## config.mk

```make
export PLATFORM = sky130hd
export DESIGN_NAME = piso_shift_register
export DESIGN_NICKNAME = d
export VERILOG_FILES = /design/src/rtl/piso_pkg.sv /design/src/rtl/bit_counter.sv /design/src/rtl/piso_shift_register.sv
export SDC_FILE = /design/constraint.sdc
export NUM_CORES = 1
export LEC_CHECK = 0
export CORE_MARGIN = 3
export CORE_UTILIZATION = 24
export CTS_CLUSTER_DIAMETER = 200
export DETAILED_ROUTE_END_ITERATION = 7
export HOLD_SLACK_MARGIN = 0.1
export PLACE_DENSITY_LB_ADDON = 0.3
export SLEW_MARGIN = 20
export SYNTH_ARGS = -nofsm -noshare
export SYNTH_HDL_FRONTEND = slang
export SYNTH_SLANG_ARGS = --single-unit
```

## constraint.sdc

```tcl
create_clock -name clock -period 1.7 [get_ports clock]
set_clock_uncertainty 0.05 [all_clocks]
set_input_delay 0.34 -clock clock [delete_from_list [all_inputs] [get_ports clock]]
set_output_delay 0.34 -clock clock [all_outputs]
set_load 0.01 [all_outputs]
```

## src/rtl/piso_pkg.sv

```systemverilog
// Shared types and defaults for the parallel-in serial-out shifter.
package piso_pkg;

    localparam int unsigned WidthDefault = 8;

    typedef enum logic {
        StIdle  = 1'b0,
        StShift = 1'b1
    } piso_state_e;

endpackage

```

## src/rtl/bit_counter.sv

```systemverilog
// Saturating bit counter with synchronous clear and a terminal-count flag at Width-1.
module bit_counter #(
    parameter int unsigned Width = 8
) (
    input  logic clk_i,
    input  logic rst_i,
    input  logic clr_i,
    input  logic inc_i,
    output logic tc_o
);

    localparam int unsigned CntW = $clog2(Width);
    localparam logic [CntW-1:0] Last = CntW'(Width - 1);

    logic [CntW-1:0] count_d;
    logic [CntW-1:0] count_q;

    assign tc_o = (count_q == Last);

    // Clear has priority; increment never wraps past the terminal count.
    always_comb begin
        count_d = count_q;
        if (clr_i) begin
            count_d = '0;
        end else if (inc_i && !tc_o) begin
            count_d = count_q + CntW'(1);
        end
    end

    always_ff @(posedge clk_i or posedge rst_i) begin
        if (rst_i) begin
            count_q <= '0;
        end else begin
            count_q <= count_d;
        end
    end

endmodule

```

## src/rtl/piso_shift_register.sv

```systemverilog
// Accepts a parallel word with a valid/ready handshake and emits it MSB first under enable.
module piso_shift_register
    import piso_pkg::*;
#(
    parameter int unsigned WIDTH = WidthDefault
) (
    input  logic             clock,
    input  logic             reset,
    input  logic             load_valid,
    output logic             load_ready,
    input  logic [WIDTH-1:0] load_data,
    input  logic             enable,
    output logic             serial_out,
    output logic             serial_valid,
    output logic             done
);

    piso_state_e      state_d, state_q;
    logic [WIDTH-1:0] shift_d, shift_q;
    logic             done_d, done_q;
    logic             cnt_clr;
    logic             cnt_inc;
    logic             cnt_tc;

    bit_counter #(
        .Width (WIDTH)
    ) u_bit_counter (
        .clk_i (clock),
        .rst_i (reset),
        .clr_i (cnt_clr),
        .inc_i (cnt_inc),
        .tc_o  (cnt_tc)
    );

    always_comb begin
        state_d = state_q;
        shift_d = shift_q;
        done_d  = 1'b0;
        cnt_clr = 1'b0;
        cnt_inc = 1'b0;
        unique case (state_q)
            StIdle: begin
                // Load wins over enable; enable has no meaning while idle.
                if (load_valid) begin
                    shift_d = load_data;
                    cnt_clr = 1'b1;
                    state_d = StShift;
                end
            end
            StShift: begin
                if (enable) begin
                    if (cnt_tc) begin
                        shift_d = '0;
                        cnt_clr = 1'b1;
                        done_d  = 1'b1;
                        state_d = StIdle;
                    end else begin
                        shift_d = {shift_q[WIDTH-2:0], 1'b0};
                        cnt_inc = 1'b1;
                    end
                end
            end
            default: state_d = StIdle;
        endcase
    end

    always_ff @(posedge clock or posedge reset) begin
        if (reset) begin
            state_q <= StIdle;
            shift_q <= '0;
            done_q  <= 1'b0;
        end else begin
            state_q <= state_d;
            shift_q <= shift_d;
            done_q  <= done_d;
        end
    end

    // Outputs decode registered state only.
    assign load_ready   = (state_q == StIdle);
    assign serial_valid = (state_q == StShift);
    assign serial_out   = serial_valid & shift_q[WIDTH-1];
    assign done         = done_q;

endmodule

```

==> flow_metrics.env <==
export IMPL_outcome="complete, no violations"
export IMPL_vias=486
export IMPL_via_per_inst=4.42
export IMPL_async_flop_share=1.00
export IMPL_startpoint="serial_valid"
export IMPL_n_antenna_cell=0
export IMPL_cellPowerDensity_nw_per_um2=1250
export IMPL_wirelength_um=1430
export IMPL_tightest_slew_ps=489
export IMPL_finalSetupTns_ps=0
export IMPL_clockBufferDepth=2
export IMPL_slew_headroom=0.674
export IMPL_numPortBuffers=15
export IMPL_cpPeakStageDelay_ps=560
export IMPL_overflow=0
export IMPL_ys_ff_latch=13
export IMPL_cp_start_kind="register"
export IMPL_ant_nets=0
export IMPL_clkLatencyLatePin_ps=270
export IMPL_max_freq_mhz=614
export IMPL_slowest_stage="clkdlybuf4s50_1"
export IMPL_synth_edff_count=0
export IMPL_synth_avg_cell_area_um2=10.9
export IMPL_synthesis_area_um2=641
export IMPL_synth_warnings=0
export IMPL_rsz0062_at_grt="false"
export IMPL_drc=0
export IMPL_post_drt_wl_per_cell_um=13.0
export IMPL_dr_first_iter_drc_count=10
export IMPL_syn_inst=59
export IMPL_finalPower_mw=1.10
export IMPL_grt_usage=0.0968
export IMPL_max_cap_viol_count=0
export IMPL_rrSetupSlack_ps=130
export IMPL_root_buffer="clkbuf_4"
export IMPL_finalHoldViolations=0
export IMPL_cts_hold_buf=0
export IMPL_r2r_end="shift_q[6]"
export IMPL_power_leakage_nw=0.402
export IMPL_synth_fp_nets=74
export IMPL_hpwl_um=1110
export IMPL_postLayoutCellArea_um2=875
export IMPL_place_congestion=0.806
export IMPL_cp_buffers_inverters=1
export IMPL_reg2reg_depth=5
export IMPL_chipWidth_um=57.7
export IMPL_firstDrtPassIters=4
export IMPL_grt_pass1_vias=528
export IMPL_hp_class="input pin to async pin"
export IMPL_start_util=0.256
export IMPL_crit_required_ps=1310
export IMPL_final_period_utilization=0.959
export IMPL_cts_inserted_buffers=3
export IMPL_areaGrowthSynthToFinish_pct=36.5
export IMPL_worst_setup_path_end_kind="output port"
export IMPL_die_area_um2=3330
export IMPL_path_clk_slew_ps=80
export IMPL_drive_gt1_frac=0.163
export IMPL_period_minus_slack_ps=1630
export IMPL_ios=16
export IMPL_ys_types=20
export IMPL_yosysSeqAreaShare=0.508
export IMPL_rows=18
export IMPL_antenna_found_initial=0
export IMPL_critPathKind="register to output port"
export IMPL_synth_ff_type="dfrtp_1"
export IMPL_worstReg2RegStart="u_bit_counter.count_q[0]"
export IMPL_slew_viol_final=0
export IMPL_critical_path_arrival_ps=1240
export IMPL_cts_num_sinks=13
export IMPL_grt_pass1_wl_um=2390
export IMPL_crit_chain="clkdlybuf4s50_1"
export IMPL_core_um2=2500
export IMPL_final_util=0.350
export IMPL_peakVddDrop_mv=0.583
export IMPL_placed_cell_area_um2=851
export IMPL_grt_max_degree=17
export IMPL_crit_fanout=4
export IMPL_final_cell_mix="dfrtp_1, clkdlybuf4s50_1, nand2_1"
export IMPL_setup_viol=0
export IMPL_cts_tree="built"
export IMPL_fin_nets=96
export IMPL_die_y_um=57.7
export IMPL_critPathTopFamily="buffers and inverters"
export IMPL_h_tree_depth=1
-- how the worst max path moves through the flow --
| stage | endpoint | slack, ps | depth (start not counted) |
|---|---|---|---|
| final | serial_valid | 70 | 1 |
| after global routing | serial_valid | 10 | 1 |
| after CTS | serial_valid | 40 | 1 |
| after detailed placement | shift_q[4] | 0.7 | 4 |
| after global placement | shift_q[4] | 60 | 4 |
| after floorplan | shift_q[3] | 300 | 6 |
-- power by group --
part | switching (mW) | internal [mW] | total, mW
Combinational | 0.189 | 0.220 | 0.410
Clock | 0.103 | 0.0909 | 0.194
Sequential | 0.0722 | 0.420 | 0.492
Total | 0.364 | 0.732 | 1.10
-- cell type report --
cell class,instances,area (um^2)
multi-input combinational,41,280
fill,260,1630
inverter,2,7.51
tap,30,37.5
sequential,13,325
clock buffer,4,26.3
timing repair buffer,20,198
-- stage by stage --
stage / hold slack, ps / std cells / setup WS (ps)
CTS: 336 / 110 / 38.0
detailed placement: 421 / 106 / 0.682
finish: 328 / 110 / 70.3
floorplan: 167 / 59 / 305
global placement: 413 / 106 / 64.0
global route: 385 / 110 / 13.7
-- synthesized netlist by cell type (2+ instances only) --
| library cell | number | area [um^2] |
|---|---|---|
| o21ai_0 | 5 | 25.0 |
| mux2i_1 | 2 | 20.0 |
| buf_6 | 2 | 22.5 |
| inv_1 | 2 | 7.51 |
| nand2_1 | 10 | 37.5 |
| ha_1 | 3 | 37.5 |
| o21ai_1 | 3 | 15.0 |
| nor2_1 | 2 | 7.51 |
| dfrtp_1 | 13 | 325 |
| a22oi_1 | 7 | 52.6 |
-- logic make-up (layout without fill, tap and decap cells) --
group                    count (synthesis)  after routing  synth area share
adder cells (fa/ha/maj)                  3              3            0.0586
AO/OA/AOI/OAI                           18             18             0.180
buffers and inverters                    5             26            0.0547
multiplexers                             4              4            0.0840
flip-flops                              13             13             0.508
AND/OR/NAND/NOR                         16             16             0.115
-- per-layer routing --
metal | global-route usage | share of wire
met1 | 0.127 | 0.46
met2 | 0.148 | 0.50
met3 | 0.0223 | 0.033
met4 | 0.0497 | 0.0063
met5 | 0 | 0
-- timing repair --
item	4_1_cts	5_1_grt
setup buffers	0	0
resized for setup	2	0
endpoints found under the setup margin	2	0
-- registers in the layout (all words and copies together), names as in the netlist --
register,count
u_bit_counter.count_q,3
serial_valid,1
done,1
shift_q,8
(Power assumes the default switching activity.)
